`src/rtl/spike_synth_if.sv`:
```
// Stimulus/sample bus between a spike_synth generator and whatever drives and consumes it.
// The master drives trigger, strobe and shape controls; the slave (the generator) returns the sample stream.
interface spike_synth_if;
    logic               sample_en;
    logic               trig;
    logic signed [15:0] amplitude;
    logic signed [15:0] baseline;
    logic signed [15:0] data_out;
    logic               data_valid;
    logic               spike_start;
    logic               busy;
    logic [7:0]         drop_cnt;

    modport master (
        output sample_en, trig, amplitude, baseline,
        input  data_out, data_valid, spike_start, busy, drop_cnt
    );

    modport slave (
        input  sample_en, trig, amplitude, baseline,
        output data_out, data_valid, spike_start, busy, drop_cnt
    );
endinterface

```
`src/rtl/spike_synth.sv`:
```
// Synthetic biphasic spike generator: one NEG/POS/REFRAC waveform per accepted trigger on a baseline.
// Optional additive LFSR noise is enabled by defining SPIKE_SYNTH_NOISE_EN.
module spike_synth #(
    parameter int NEG_LEN     = 4,
    parameter int POS_LEN     = 8,
    parameter int REFRAC      = 20,
    parameter int NOISE_SHIFT = 8
) (
    input  logic           clk,
    input  logic           rst,
    spike_synth_if.slave   bus
);

    typedef enum logic [1:0] {
        ST_IDLE,
        ST_NEG,
        ST_POS,
        ST_REFRAC
    } state_t;

    localparam int MAX_AB  = (NEG_LEN > POS_LEN) ? NEG_LEN : POS_LEN;
    localparam int MAX_LEN = (MAX_AB > REFRAC) ? MAX_AB : REFRAC;
    localparam int CW      = $clog2(MAX_LEN + 1);

    localparam logic [CW-1:0] NEG_LAST    = CW'(NEG_LEN - 1);
    localparam logic [CW-1:0] POS_LAST    = CW'(POS_LEN - 1);
    localparam logic [CW-1:0] REFRAC_LAST = CW'((REFRAC > 0) ? REFRAC - 1 : 0);

    // State names the phase of the next sample to be produced; phase_cnt is its index in that phase.
    state_t             state;
    logic [CW-1:0]      phase_cnt;
    logic               pending;
    logic [7:0]         drop_q;
    logic signed [15:0] data_q;
    logic               valid_q;
    logic               start_q;

    logic signed [17:0] base_x;
    logic signed [17:0] amp_x;
    logic signed [17:0] half_x;
    logic signed [17:0] noise_x;
    logic signed [15:0] neg_val;
    logic signed [15:0] pos_val;
    logic signed [15:0] base_val;
    logic               start;
    logic               drop;

    function automatic logic signed [15:0] sat16(input logic signed [17:0] v);
        if (v > 18'sd32767)
            return 16'sh7FFF;
        else if (v < -18'sd32768)
            return 16'sh8000;
        else
            return v[15:0];
    endfunction

`ifdef SPIKE_SYNTH_NOISE_EN
    logic [15:0]        lfsr;
    logic signed [15:0] noise16;
    logic               lfsr_fb;

    assign noise16 = $signed(lfsr) >>> NOISE_SHIFT;
    assign noise_x = $signed({{2{noise16[15]}}, noise16});
    assign lfsr_fb = lfsr[15] ^ lfsr[13] ^ lfsr[12] ^ lfsr[10];

    // Fibonacci LFSR, taps 16,14,13,11; the current sample uses the pre-advance value.
    always_ff @(posedge clk) begin
        if (rst)
            lfsr <= 16'hACE1;
        else if (bus.sample_en)
            lfsr <= {lfsr[14:0], lfsr_fb};
    end
`else
    // Without noise NOISE_SHIFT has no effect; referencing it keeps the parameter list uniform.
    localparam int unused_noise_shift = NOISE_SHIFT;
    assign noise_x = '0;
`endif

    assign base_x   = $signed({{2{bus.baseline[15]}}, bus.baseline});
    assign amp_x    = $signed({{2{bus.amplitude[15]}}, bus.amplitude});
    assign half_x   = amp_x >>> 1;
    assign neg_val  = sat16(base_x - amp_x + noise_x);
    assign pos_val  = sat16(base_x + half_x + noise_x);
    assign base_val = sat16(base_x + noise_x);

    assign start = bus.sample_en && (state == ST_IDLE) && (pending || bus.trig);
    assign drop  = bus.trig && ((state != ST_IDLE) || pending);

    assign bus.data_out    = data_q;
    assign bus.data_valid  = valid_q;
    assign bus.spike_start = start_q;
    assign bus.busy        = (state != ST_IDLE);
    assign bus.drop_cnt    = drop_q;

    always_ff @(posedge clk) begin
        if (rst) begin
            state     <= ST_IDLE;
            phase_cnt <= '0;
            pending   <= 1'b0;
            drop_q    <= 8'd0;
            data_q    <= 16'sd0;
            valid_q   <= 1'b0;
            start_q   <= 1'b0;
        end else begin
            valid_q <= bus.sample_en;
            start_q <= start;

            if (drop && (drop_q != 8'hFF))
                drop_q <= drop_q + 8'd1;

            // A trigger between strobes is remembered until the next sample edge starts the spike.
            if ((state == ST_IDLE) && bus.trig && !bus.sample_en)
                pending <= 1'b1;
            else if (start)
                pending <= 1'b0;

            if (bus.sample_en) begin
                case (state)
                    ST_IDLE: begin
                        if (start) begin
                            data_q <= neg_val;
                            if (NEG_LEN == 1) begin
                                state     <= ST_POS;
                                phase_cnt <= '0;
                            end else begin
                                state     <= ST_NEG;
                                phase_cnt <= CW'(1);
                            end
                        end else begin
                            data_q <= base_val;
                        end
                    end
                    ST_NEG: begin
                        data_q <= neg_val;
                        if (phase_cnt == NEG_LAST) begin
                            state     <= ST_POS;
                            phase_cnt <= '0;
                        end else begin
                            phase_cnt <= phase_cnt + CW'(1);
                        end
                    end
                    ST_POS: begin
                        data_q <= pos_val;
                        if (phase_cnt == POS_LAST) begin
                            state     <= (REFRAC == 0) ? ST_IDLE : ST_REFRAC;
                            phase_cnt <= '0;
                        end else begin
                            phase_cnt <= phase_cnt + CW'(1);
                        end
                    end
                    ST_REFRAC: begin
                        data_q <= base_val;
                        if (phase_cnt == REFRAC_LAST) begin
                            state     <= ST_IDLE;
                            phase_cnt <= '0;
                        end else begin
                            phase_cnt <= phase_cnt + CW'(1);
                        end
                    end
                    default: begin
                        state     <= ST_IDLE;
                        phase_cnt <= '0;
                    end
                endcase
            end
        end
    end

endmodule

```
`src/flat_wrapper.sv`:
```
// flat-port wrapper written by rule: the top's interface ports become plain ports
module spike_synth_flat 
#(
    parameter int NEG_LEN     = 4,
    parameter int POS_LEN     = 8,
    parameter int REFRAC      = 20,
    parameter int NOISE_SHIFT = 8
)
  (clk, rst, bus_sample_en, bus_trig, bus_amplitude, bus_baseline, bus_data_out, bus_data_valid, bus_spike_start, bus_busy, bus_drop_cnt);
  spike_synth_if bus_i ();
  input  logic clk;
  input  logic rst;
  input wire logic [$bits(bus_i.sample_en)-1:0] bus_sample_en;
  input wire logic [$bits(bus_i.trig)-1:0] bus_trig;
  input wire logic [$bits(bus_i.amplitude)-1:0] bus_amplitude;
  input wire logic [$bits(bus_i.baseline)-1:0] bus_baseline;
  output wire logic [$bits(bus_i.data_out)-1:0] bus_data_out;
  output wire logic [$bits(bus_i.data_valid)-1:0] bus_data_valid;
  output wire logic [$bits(bus_i.spike_start)-1:0] bus_spike_start;
  output wire logic [$bits(bus_i.busy)-1:0] bus_busy;
  output wire logic [$bits(bus_i.drop_cnt)-1:0] bus_drop_cnt;
  assign bus_i.sample_en = bus_sample_en;
  assign bus_i.trig = bus_trig;
  assign bus_i.amplitude = bus_amplitude;
  assign bus_i.baseline = bus_baseline;
  assign bus_data_out = bus_i.data_out;
  assign bus_data_valid = bus_i.data_valid;
  assign bus_spike_start = bus_i.spike_start;
  assign bus_busy = bus_i.busy;
  assign bus_drop_cnt = bus_i.drop_cnt;
  spike_synth #(.NEG_LEN(NEG_LEN), .POS_LEN(POS_LEN), .REFRAC(REFRAC), .NOISE_SHIFT(NOISE_SHIFT)) u_core (.clk(clk), .rst(rst), .bus(bus_i));
endmodule
```
`config.mk`:
```
export PLATFORM = sky130hd
export DESIGN_NAME = spike_synth_flat
export DESIGN_NICKNAME = d
export VERILOG_FILES = /design/src/rtl/spike_synth_if.sv /design/src/rtl/spike_synth.sv /design/src/flat_wrapper.sv
export SDC_FILE = /design/constraint.sdc
export NUM_CORES = 1
export LEC_CHECK = 0
export CAP_MARGIN = 20
export CORE_MARGIN = 2
export CORE_UTILIZATION = 43
export DETAILED_ROUTE_END_ITERATION = 16
export PLACE_DENSITY = 0.67
export SETUP_SLACK_MARGIN = 0.1
export SYNTH_ARGS = -nofsm -noshare
export SYNTH_HDL_FRONTEND = slang
export SYNTH_SLANG_ARGS = --single-unit
```
`constraint.sdc`:
```
create_clock -name clk -period 5.2 [get_ports clk]
set_clock_uncertainty 0.15 [all_clocks]
set_input_delay 1.04 -clock clk [delete_from_list [all_inputs] [get_ports clk]]
set_output_delay 1.04 -clock clk [all_outputs]
set_load 0.02 [all_outputs]
```
# Word level (Yosys, flattened, before mapping)

Index checks and enable logic that the tools add are counted.

Register bits: 34
Bits of input ports: 36
Word-level logic and storage cells: 62

$add $sub $neg: 4
$lt $le $gt $ge: 6
Equal/unequal tests: 11
Muxes and demuxes: 20
Reduce and logical (&&, ||, !) cells: 14

Operators with widths:

| kind                 | count |
|---|---|
| $mux 16              | 7 |
| $pmux 16 s4          | 1 |
| $gt 18x16->1 const B | 2 |
| $lt 18x16->1 const B | 2 |
| $mux 5               | 4 |
| $pmux 5 s4           | 1 |
| $add 16x15->17       | 1 |
| $sub 16x16->17       | 1 |
| $gt 16x16->1 const B | 1 |
| $lt 16x16->1 const B | 1 |
| $add 8x1->8 const B  | 1 |
| $mux 2               | 4 |
| $ne 2x1->1 const B   | 4 |
| $ne 8x8->1 const B   | 1 |
| $pmux 2 s4           | 1 |
| $logic_and 1x1->1    | 6 |
| $add 5x1->5 const B  | 1 |
| $eq 5x2->1 const B   | 1 |
| $eq 5x3->1 const B   | 1 |
| $eq 5x5->1 const B   | 1 |
| $reduce_and 5->1     | 1 |
| $eq 2x2->1 const B   | 2 |
| $reduce_bool 2->1    | 2 |
| $eq 2x1->1 const B   | 1 |
| other kinds (5)      | 7 |

# Logic depth before layout (Yosys ltp)

Gate-level depths: netlist of the first run.

Word-level depth: 6
Depth in mapped cells: 12
Depth with buffers taken out: 11

# Least setup slack after synthesis of the first run

Ideal clock, no wire load.

Path kind: input -> register
Start: in bus_amplitude[2]
End: reg u_core.data_q[2] (netlist: u_core.bus.data_out[2])
Library setup time: 0.155 ns
Arrival time: 3.320 ns
Required time: 4.895 ns
Setup slack: 1.576 ns
Stages: 10
Cells stage by stage: inv_1 -> ha_1 -> o21a_1 -> o31a_1 -> o41a_1 -> a2111oi_2 -> a211o_1 -> a21oi_4 -> a222oi_1 -> a2111oi_2

Word-level cells in the longest chain between the ends: 6

Ends and longest elaborated chain:

| element              | RTL line           | RTL |
|---|---|---|
| from (decl)          | flat_wrapper.sv:15 | `input wire logic [$bits(bus_i.amplitude)-1:0] bus_amplitude;` |
| $sub 16x16->17       | spike_synth.sv:82  | `assign neg_val = sat16(base_x - amp_x + noise_x);` |
| $lt 18x16->1         | spike_synth.sv:51  | `else if (v < -18'sd32768)` |
| $mux 16              | spike_synth.sv:51  |  |
| $mux 16              | spike_synth.sv:49  | `if (v > 18'sd32767)` |
| $mux 16              | spike_synth.sv:120 | `if (start) begin` |
| $pmux 16 s4 *        | spike_synth.sv:118 | `case (state)` |
| to (signal assigned) | spike_synth.sv:121 | `data_q <= neg_val;` |
| to (signal assigned) | spike_synth.sv:130 | `data_q <= base_val;` |
| to (signal assigned) | spike_synth.sv:134 | `data_q <= neg_val;` |
| to (decl)            | spike_synth.sv:34  | `logic signed [15:0] data_q;` |

Mark *: on every way between the ends. The rest lies on a longest branch, timed or not.
A chain may end at the register's enable or synchronous reset.

# Worst setup path in the final report of the first run

Start: in bus_baseline[0]
End: reg u_core.data_q[6] (netlist: u_core.bus.data_out[6])

Word-level cells in the longest chain between the ends: 6

Ends and longest elaborated chain:

| element        | RTL line           | RTL |
|---|---|---|
| from (decl)    | flat_wrapper.sv:16 | `input wire logic [$bits(bus_i.baseline)-1:0] bus_baseline;` |
| $sub 16x16->17 | spike_synth.sv:82  |  |
| $lt 18x16->1   | spike_synth.sv:51  |  |
| $mux 16        | spike_synth.sv:51  |  |
| $mux 16        | spike_synth.sv:49  |  |
| $mux 16        | spike_synth.sv:120 |  |
| $pmux 16 s4 *  | spike_synth.sv:118 |  |

Marks and branches as above.

==> results summary, run 1 <==
The total die area came out at 0.009602 sq mm. The clock tree root buffer cell is sky130_fd_sc_hd__clkbuf_8. The number of global-route vias before repair is roughly 3700.

In this design, the stage delay of the slowest critical-path cell is 0.63 ns. Across every metal layer, demand over resource in global routing totals 0.2305. The mean post-synth cell area came out at ~7.6 sq um. Routability-driven placement finished with a final weighted congestion of 0.9152. The fraction of synthesized cell area taken by the top area cell type is 0.1792. The share of total power dissipated in sequential elements is 0.260. Setup repair after global routing left no endpoint under its margin.

The internal cell power is roughly 730 uW. The critical path in this run is classified as input port to flip-flop. The number of buffers inserted by hold repair at cts came out at 0.

The later-pin clock latency in the skew report came out at around 0.29 ns. The slowest stage cell on the critical path is sky130_fd_sc_hd__a31oi_1. Sorting the synthesized cells by area gives the leading types as sky130_fd_sc_hd__dfxtp_1 18%, sky130_fd_sc_hd__ha_1 13%, sky130_fd_sc_hd__a21oi_1 5.7%, sky130_fd_sc_hd__nand2_1 4.8%, sky130_fd_sc_hd__a211oi_1 4.7%. The detailed-placement wirelength estimate is between 8000 and 9000 microns. The number of setup buffers added after CTS is 0.

Once detail routing completed, the nets flagged for antenna violations numbered 0. The number of standard-cell rows in the floorplan is 34. In this run, placement finished with an instance count of about 660. The count of maximum capacitance violations is 0.

The number of enable flip-flop cells after synthesis came out at 0. In this run the critical register-to-register path is captured at u_core.bus.data_out[11]. The portion of the post-synthesis area used by sequential elements is 0.1792. In this run the register-to-register setup slack is roughly 2.5 ns. The number of antenna diodes is 0. The CTS tree is built. Of the total power, the clock network draws 0.259. The first global-routing pass estimated between 15000 and 20000 microns of wire. The number of antenna violations at the first check in global routing is 0. The worst setup path is launched from an input port. The signal on the critical path passes through clkdlybuf4s50_1 -> ha_1 -> inv_1 -> fa_1 -> nor2b_1 -> o31a_1 -> o41ai_2 -> buf_4 -> o211ai_1 -> o211ai_1 -> nand2_1 -> a31oi_1 -> a211oi_1.

The cell that appears most often on the critical path is sky130_fd_sc_hd__o211ai_1. The startpoint identified for the worst register-to-register timing path is u_core.state[0]. The share of total power dissipated in combinational logic is 0.481. Once layout is complete, the cells apart from fillers number roughly 660. The overall routed net length came out at 11260 microns.

The logic depth of the worst path, buffers included is 13. The cell area after synthesis is about 0.0038 sq mm. The die is approximately 98 microns tall. For the worst setup path, the data required time is 5.17 ns. The clock period could shrink to between 4 and 5 ns. The H-tree depth came out at 2. The worst endpoint data arrival time is between 4 and 5 ns. The fill cell total of the finished layout is 835.

The total via count in the routed design is 4029. The part of the cycle the worst path needs came out at 0.8629. The worst vdd rail ir drop came out at 0.1091 mV. Once routing completed, OpenROAD measured the worst setup slack at 0.7131 ns. The kind of cell adding the most delay to the critical path is compound AO/OA/AOI/OAI gates. From left edge to right edge, the die measures 97.99 microns.

The routed length per placed instance came out at 16.95 microns. The synthesized instance count came out at 500. The post-synth net total is 577. The area of the core came out at 0.008636 sq mm.

The largest total area in the synthesized netlist belongs to sky130_fd_sc_hd__dfxtp_1. The initial core utilization is 0.4399. In this run the power spent charging and discharging nets is 445.5 uW. The average vias per placed instance came out at just over 6. The worst slew slack as a fraction of its limit is 0.4861. Counting flops with an async set or reset pin after synthesis yields a share of 0. The switching power as a share of total power came out at 0.3797. The number of sinks driven by the clock tree is 34. The number of buffers added by the clock tree synthesis step is 5. The number of cells on the worst reg-to-reg path is 9.

The number of different library cells in the post-synthesis netlist is between 60 and 70. The post-place instance area came out at 0.004522 sq mm. The post-cts gate resize count is 0. The number of endpoints with negative hold slack in the final report came to 0.

The final cell area excluding filler cells came out at between 0.004 and 0.005 sq mm. The number of setup violations in the final report is 0. The placement-stage worst setup slack came out at about 0.48 ns. No sink is reached through more buffers than the 2 on the longest clock path. Timing would allow up to about 0.22 GHz. The largest net degree at the start of global routing is 35.

The classification of the worst-slack hold path is flip-flop to flip-flop. The post-synthesis sequential element count came out at 34. The total DRC errors in the routed layout is 0.

Dividing total power by cell area gives a power density of ~250 mW/mm^2. The number of port buffers is 62. The post-route setup TNS came out at 0 ns.

Along the worst path, the maximum fanout reaches 8. The type of destination of the critical path is a flip-flop. The actual transition at the worst max-transition pin is approximately 0.77 ns.

The register clock-pin slew on the reported worst setup and hold paths came out at 0.07 ns. The number of top-level pins came out at 63. In the synthesized netlist the dominant register cell turns out to be sky130_fd_sc_hd__dfxtp_1. The most critical setup path has its endpoint at u_core.bus.data_out[6]. The post-layout net count is 632. The post-route core utilization came out at 0.5401.

The fraction of layout cells with a size suffix above 1 came out at 0.05216. The number of warning messages in the yosys log is 0. The count of TritonRoute iterations in the first routing pass is 5. The worst path buffer plus inverter count came out at 3.

The starting DRC count in detailed routing came out at 348. The static leakage came out at approximately 0.0019 uW. The worst setup path startpoint is bus_baseline[0]. The final count of pins violating max slew came out at 0.

The flow ran to the end, and the final reports show no timing, DRC or antenna violations. The layout overhead on the synthesized area came out at 22.79%. The global-route congestion overflow total is 0.
cells in the final DEF, fill, tap and decap left out, types with 14 or more instances in the layout:
master,netlist,layout
sky130_fd_sc_hd__a211oi_1,24,24
sky130_fd_sc_hd__a21oi_1,43,43
sky130_fd_sc_hd__clkdlybuf4s50_1,0,62
sky130_fd_sc_hd__nor2_1,47,47
sky130_fd_sc_hd__ha_1,39,39
sky130_fd_sc_hd__a21o_1,14,14
sky130_fd_sc_hd__dfxtp_1,34,34
sky130_fd_sc_hd__o21ai_0,27,27
sky130_fd_sc_hd__inv_1,29,29
sky130_fd_sc_hd__xnor2_1,18,18
sky130_fd_sc_hd__nand2_1,49,49
metrics by stage:
| stage | total power [uW] | hold slack, ns |
|---|---|---|
| 3_5_place_dp | 865.3 | 0.3235 |
| 4_1_cts | 1171 | 0.3331 |
| 6_report | 1173 | 0.3324 |
| 5_1_grt | 1240 | 0.3717 |
| 2_1_floorplan | 683.8 | 0.3122 |
| 3_3_place_gp | 859.6 | 0.3225 |
how the worst min path moves through the flow:
stage	depth (start not counted)	slack, ns	startpoint	end
4_1_cts	2	0.33	u_core.bus.data_out[15]	u_core.bus.data_out[15]
3_3_place_gp	2	0.32	u_core.bus.data_out[15]	u_core.bus.data_out[15]
3_5_place_dp	2	0.32	u_core.bus.data_out[15]	u_core.bus.data_out[15]
5_1_grt	2	0.37	u_core.bus.data_out[5]	u_core.bus.data_out[5]
6_report	2	0.33	u_core.bus.data_out[15]	u_core.bus.data_out[15]
2_1_floorplan	2	0.31	u_core.phase_cnt[1]	u_core.phase_cnt[1]
cell families (layout without fill, tap and decap cells):
family,count (synthesis),after routing,share of synthesized area
mux,1,1,0.002635
flops,34,34,0.1792
fa+ha+maj,52,52,0.1680
simple gates,149,149,0.1818
compound gates,190,190,0.3617
xor+xnor,25,25,0.05764
buf+inv,49,105,0.04908
area by class of cell:
cell class / instances / area (sq um) / share of cell area
clock inverters: 2 / 60.06 / 0.01288
clock buffers: 6 / 82.58 / 0.01770
inverters: 29 / 108.9 / 0.02334
repair buffers: 68 / 665.6 / 0.1427
well taps: 108 / 135.1 / 0.02897
multi-input cells: 417 / 2932 / 0.6285
flip-flops and latches: 34 / 680.7 / 0.1459
cell usage after synthesis, drive strengths merged (5+ instances only):
cell and number:
nand2 49, nor2 47, a21oi 44, ha 39
dfxtp 34, inv 29, o21ai 27, a211oi 25
xnor2 18, clkbuf 16, a21o 14, maj3 11
o21a 11, o21bai 11, a222oi 8, or3 8
nand3 7, o211ai 7, xor2 7, nor3 6
nor2b 5
sequential cells by signal (all words and copies together) (netlist names):
register	count
u_core.pending	1
u_core.phase_cnt	5
u_core.bus.data_valid	1
u_core.bus.data_out	16
u_core.state	2
u_core.bus.spike_start	1
u_core.bus.drop_cnt	8
power by group through the flow:
| stage | Clock [uW] | Combinational (uW) | Sequential, uW |
|---|---|---|---|
| global placement | 0 | 549 | 310 |
| floorplan | 0 | 353 | 330 |
| finish | 304 | 564 | 305 |
| detailed placement | 0 | 555 | 310 |
| CTS | 309 | 558 | 304 |
| global route | 317 | 615 | 308 |
worst min-delay path: stages, from the launching register on:
cell	delay, ns
sky130_fd_sc_hd__dfxtp_1	0.32
sky130_fd_sc_hd__nand2_1	0.07
sky130_fd_sc_hd__a21oi_1	0.05
routing by layer:
layer	part of all wire	global-route usage
met1	0.47	0.3242
met2	0.46	0.3888
met3	0.063	0.02362
met4	0.0057	0.03739
met5	0	0
No activity file was read; power rests on OpenSTA's default activity.
==> run 2, diff against run 1 <==
Clock period 5.2 ns to 5.49 ns, I/O delays scaled along.
==> run 2 against run 1 <==
Against the previous run: sequential power is 5% lower; routed wire length is 0.43% higher; design area is 0.62% lower; combinational power is 5.0% lower; global-route usage hardly changed; critical path type unchanged; core utilization is 0.33 points lower; hold slack better by 0.0069 ns.
==> results summary, run 2 (synthesis gave the netlist of run 1 again) <==
The internal cell power is 630.6 uW (-13%). The post-layout net count came to 632 (unchanged). The post-cts gate resize count came out at 0 (unchanged). The fill cell total of the finished layout is 865 (+3.6%). The worst setup path is launched from an input port. The worst register-to-register path begins at u_core.state[0]. The area of the core came out at 0.008636 sq mm (unchanged).

The number of setup violations in the final report came out at 0 (unchanged). The critical path in this run is classified as input port to flip-flop. The number of buffers inserted by hold repair at cts was 0 (unchanged). The worst endpoint data arrival time is 4.49 ns (+0.03 ns).

The total die area is 0.009602 sq mm (unchanged). The number of flip-flops under the largest register name is 16 (unchanged). The register clock-pin slew on the reported worst setup and hold paths came out at 0.08 ns (about the same). The weighted congestion reported at the end of routability-driven placement came out at 0.8793 (-3.9%). The CTS tree is built. STA classifies the critical path endpoint as a flip-flop.

The chip width came out at 97.99 microns (unchanged). The min-delay analysis places its worst path in the category flip-flop to flip-flop. The aggregate global-route resource usage came out at 0.2305 (about the same). The share of power burned in the clock network is 0.221 (-0.038). The critical path starts at bus_baseline[0].

The detailed-placement wirelength estimate was 8992 microns (+0.68%). The number of endpoints with negative hold slack in the final report is 0 (unchanged). The static leakage is 0.001851 uW (-1.1%). Following the worst setup path forward leads to its endpoint at u_core.bus.data_out[2]. The worst vdd rail ir drop came out at 0.09005 mV (-17%). The average vias per placed instance was 6.057 (-0.17%). The overall routed net length was 11310 microns (+0.43%). From synthesis to final layout, the design area changed by 22.04%. The number of standard-cell rows in the floorplan came out at 34 (unchanged). Leaving out fill and tap cells, the most frequent cells in the layout are 62 x sky130_fd_sc_hd__clkdlybuf4s50_1, 49 x sky130_fd_sc_hd__nand2_1, 47 x sky130_fd_sc_hd__nor2_1, 43 x sky130_fd_sc_hd__a21oi_1, 39 x sky130_fd_sc_hd__ha_1. The number of sinks driven by the clock tree came to 34 (unchanged). The global-route congestion overflow total is 0 (unchanged). The number of antenna diodes came out at 0 (unchanged). The number of global-route vias before repair is 3772 (+1.3%). The initial core utilization was 0.4399 (unchanged).

The actual transition at the worst max-transition pin is 0.7103 ns (-0.05702 ns). The worst-path maximum fanout is 15 (+7). The fraction of layout cells with a size suffix above 1 is 0.05216 (unchanged).

The critical register-to-register path endpoint is u_core.bus.data_out[11]. The largest net degree at the start of global routing came to 35 (unchanged). Setup repair after global routing left no endpoint under its margin.

The minimum clock period after layout came out at 4.441 ns. The switching power as a share of total power is 0.4046 (+0.02490). The worst endpoint required time was 5.54 ns (+0.37 ns). The net load switching power came out at 428.5 uW (-3.8%). The count of maximum capacitance violations came out at 0 (unchanged).

The slack of the worst reg-to-reg path is 2.83 ns (+0.31 ns). The die outline height is 97.99 microns (unchanged). Of the available clock period, the critical path in the final layout requires 0.8089. The number of port buffers is 62 (unchanged). The maximum count of clock buffers along a single path is 2 (unchanged).

The worst slew slack as a fraction of its limit came out at 0.5265 (+0.04040). The H-tree depth came out at 2 (unchanged). The number of antenna-violating nets in the routed design is 0 (unchanged).

The power density normalized to cell area came to 228.5 mW/mm^2 (-9.2%). The final hold slack is 0.3394 ns (+0.006948 ns). The number of post-CTS setup repair buffers came out at 0 (unchanged).

The total via count in the routed design came to 4022 (-0.17%). The part of the total power dissipated in sequential elements is 0.273 (+0.013). The length in cells of the worst reg-to-reg path came out at 9 (unchanged). Leaving out fill and tap cells, the most frequent cell in the layout is sky130_fd_sc_hd__clkdlybuf4s50_1. The number of top-level pins came out at 63 (unchanged).

The starting DRC count in detailed routing came to 341 (-2.0%). The global-route wire length before repair is 18430 microns (-0.41%). The count of TritonRoute iterations in the first routing pass came out at 7 (+2). The later-pin clock latency in the skew report came out at 0.29 ns (about the same). The routed length per placed instance is 17.03 microns (+0.43%).

The number of buffers added by the clock tree synthesis step came out at 5 (unchanged). The post-route setup TNS was 0 ns (unchanged). The achievable clock frequency came out at ~0.23 GHz.

The clock tree root buffer cell is sky130_fd_sc_hd__clkbuf_8. The final count of pins violating max slew came out at 0 (unchanged). The run finished with clean final reports. The total DRC errors in the routed layout was 0 (unchanged). The number of antenna violations at the first check in global routing is 0 (unchanged). The relative contribution of combinational cells to total power was 0.506 (+0.025).
==> run 2: cell count changes in the layout (fill, tap and decap cells not counted) <==
cell,delta
sky130_fd_sc_hd__clkbuf_8,-1
sky130_fd_sc_hd__clkinvlp_4,+2
sky130_fd_sc_hd__bufinv_16,-1
==> run 2: critical path: stages <==
cell and delay (ns):
sky130_fd_sc_hd__clkdlybuf4s50_1 0.52, sky130_fd_sc_hd__inv_1 0.06, sky130_fd_sc_hd__ha_1 0.22, sky130_fd_sc_hd__fa_1 0.40, sky130_fd_sc_hd__nor2b_1 0.20, sky130_fd_sc_hd__o31a_1 0.20
sky130_fd_sc_hd__o221a_2 0.22, sky130_fd_sc_hd__a21o_1 0.24, sky130_fd_sc_hd__o31a_1 0.57, sky130_fd_sc_hd__a31oi_1 0.38, sky130_fd_sc_hd__a2111oi_2 0.36
==> run 2: layout make-up <==
cell class                 count  area (sq um)  share of cell area
multi-input combinational    417          2932              0.6324
sequential                    34         680.7              0.1468
timing repair buffer          68         665.6              0.1436
tap                          108         135.1             0.02915
inverter                      29         108.9             0.02348
clock buffer                   5         68.82             0.01484
clock inverter                 3         45.04            0.009717
==> run 2: worst min-delay path by stage <==
stage	start	end	slack [ns]	cells past startpoint
6_report	u_core.bus.data_out[15]	u_core.bus.data_out[15]	0.34	2
2_1_floorplan	u_core.phase_cnt[1]	u_core.phase_cnt[1]	0.31	2
5_1_grt	u_core.bus.data_out[15]	u_core.bus.data_out[15]	0.37	2
3_3_place_gp	u_core.bus.data_out[15]	u_core.bus.data_out[15]	0.32	2
3_5_place_dp	u_core.bus.data_out[15]	u_core.bus.data_out[15]	0.32	2
4_1_cts	u_core.bus.data_out[15]	u_core.bus.data_out[15]	0.33	2
==> run 2: metrics by stage <==
| stage | worst slack, ns | power, uW | std cells | util | cell area, sq um |
|---|---|---|---|---|---|
| 3_5_place_dp | 0.8124 | 820.4 | 656 | 0.5236 | 4522 |
| 4_1_cts | 1.117 | 1054 | 664 | 0.5368 | 4636 |
| 6_report | 1.049 | 1059 | 664 | 0.5368 | 4636 |
| 5_1_grt | 0.8284 | 1121 | 664 | 0.5368 | 4636 |
| 3_3_place_gp | 0.8692 | 814.4 | 655 | 0.5227 | 4514 |
| 2_1_floorplan | 1.808 | 647.6 | 500 | - | 3799 |
==> run 2: per-layer routing <==
layer  wire length [microns]  up-vias  track usage  share of wire
li1                        -     1992            -              -
met1                    5344     1890       0.3198           0.47
met2                    5175      126       0.3846           0.46
met3                     634       14      0.02434          0.056
met4                     153        0      0.05449          0.014
met5                       0        -            0              0
==> run 2: power groups by stage <==
stage	logic [uW]	clock network, uW	registers [uW]
after floorplan	335	0	313
final	536	234	289
after global routing	585	244	292
after CTS	529	237	289
after global placement	520	0	294
after detailed placement	527	0	294
==> patch (flow settings as in run 2) <==
`NEG_LEN` is set to 4 in 2 places; all go to 8.
--- a/src/rtl/spike_synth.sv
+++ b/src/rtl/spike_synth.sv
@@ -1,7 +1,7 @@
 // Synthetic biphasic spike generator: one NEG/POS/REFRAC waveform per accepted trigger on a baseline.
 // Optional additive LFSR noise is enabled by defining SPIKE_SYNTH_NOISE_EN.
 module spike_synth #(
-    parameter int NEG_LEN     = 4,
+    parameter int NEG_LEN     = 8,
     parameter int POS_LEN     = 8,
     parameter int REFRAC      = 20,
     parameter int NOISE_SHIFT = 8
--- a/src/flat_wrapper.sv
+++ b/src/flat_wrapper.sv
@@ -1,7 +1,7 @@
 // flat-port wrapper written by rule: the top's interface ports become plain ports
 module spike_synth_flat 
 #(
-    parameter int NEG_LEN     = 4,
+    parameter int NEG_LEN     = 8,
     parameter int POS_LEN     = 8,
     parameter int REFRAC      = 20,
     parameter int NOISE_SHIFT = 8
Function: changed (a bounded check fails within 10 cycles, from zero or initial values and one cycle with rst high).
==> patch against run 2 <==
Global-route usage decreased by 0.41 points. Utilization down 0.97 points. Non-clock buffer count decreased by 3. Power fell by 2.0%. Final area is 2.3% lower. Wire length shrank 3.1%. Setup slack got worse by 390 ps. First-iteration DRC count increased by 25%. Sequential cell count is the same. Highest routed layer unchanged. Count of clock-buffer cells in the layout is 1 higher. Area after synthesis down 1.5%.
==> patch: results (changes against run 2) <==
ys_seq_area_share_pct: 18.2  # +0.28 points
synthTopCellsByCount: "44 x a21oi_1, 43 x o21ai_0, 39 x ha_1, 34 x dfxtp_1, 32 x nand2_1"
crit_slowest_cell: "mux2i_1"
crit_path_start: "bus_baseline[13]"
gp_congestion: 0.871  # -0.93%
hold-worst-slack_ps: 358  # +18.6 ps
r2r_slack_ps: 2890  # +60 ps
worstMarginPinSlew_ps: 943  # +233 ps
wire_per_inst_um: 16.9  # -0.51%
synth_cell_types: 68  # +9.7%
fillCellCount: 840  # -2.9%
final_nets: 615  # -2.7%
peakVddDrop_v: 0.000109  # +21%
drive_gt1_share_pct: 6.12  # +0.91 points
viasPerCell: 6.08  # +0.31%
grt_pass1_wl_mm: 17.9  # -2.7%
p_switching_w: 0.000414  # -3.5%
dr.pass1.iters: 8  # +1
gr-usage-met3_pct: 2.52  # +0.084 points
wl_met3_um: 629  # -0.79%
grt_pass1_vias: 3715  # -1.5%
synth_fp_nets: 563  # -2.4%
use_met2_pct: 39.2  # +0.75 points
grtUsageMet1_pct: 29.7  # -2.2 points
p_leak_nw: 1.78  # -3.9%
wl_met1_mm: 4.95  # -7.4%
r2r_cells: 7  # -2
status: "completed"
path_max_fanout: 12  # -3
==> patch: through the flow <==
step | cells | instance area (um^2) | power (W) | util [%] | worst slack [ps]
3_3_place_gp | 639 | 4420 | 0.000801 | 51.4 | 598
3_5_place_dp | 639 | 4420 | 0.000805 | 51.4 | 482
4_1_cts | 647 | 4530 | 0.00103 | 52.7 | 764
6_report | 647 | 4530 | 0.00104 | 52.7 | 663
5_1_grt | 647 | 4530 | 0.00110 | 52.7 | 541
2_1_floorplan | 486 | 3740 | 0.000644 | - | 1810
==> patch: logic make-up (layout without fill, tap and decap cells) <==
logic type / count (synthesis) / count (layout) / synth area share [%]
XOR/XNOR: 28 / 28 / 6.56
adder cells (fa/ha/maj): 42 / 42 / 14.4
AND/OR/NAND/NOR: 124 / 124 / 16.3
AO/OA/AOI/OAI: 206 / 206 / 38.2
flip-flops: 34 / 34 / 18.2
multiplexers: 3 / 3 / 0.803
buffers and inverters: 49 / 102 / 5.59
==> patch: how the worst min path moves through the flow <==
stage	start	end
finish	u_core.phase_cnt[4]	u_core.phase_cnt[4]
global route	u_core.bus.data_out[15]	u_core.bus.data_out[15]
CTS	u_core.phase_cnt[4]	u_core.phase_cnt[4]
detailed placement	u_core.phase_cnt[4]	u_core.phase_cnt[4]
global placement	u_core.phase_cnt[1]	u_core.phase_cnt[1]
floorplan	u_core.phase_cnt[1]	u_core.phase_cnt[1]
==> patch: area by class of cell <==
type                            instances  area, um^2  share of cell area (%)
Clock buffer                            6        72.6                    1.60
Timing Repair Buffer                   65         643                    14.2
Clock inverter                          2        37.5                   0.829
Tap cell                              108         135                    2.98
Sequential cell                        34         681                    15.0
Multi-Input combinational cell        403        2850                    63.0
Inverter                               29         109                    2.40
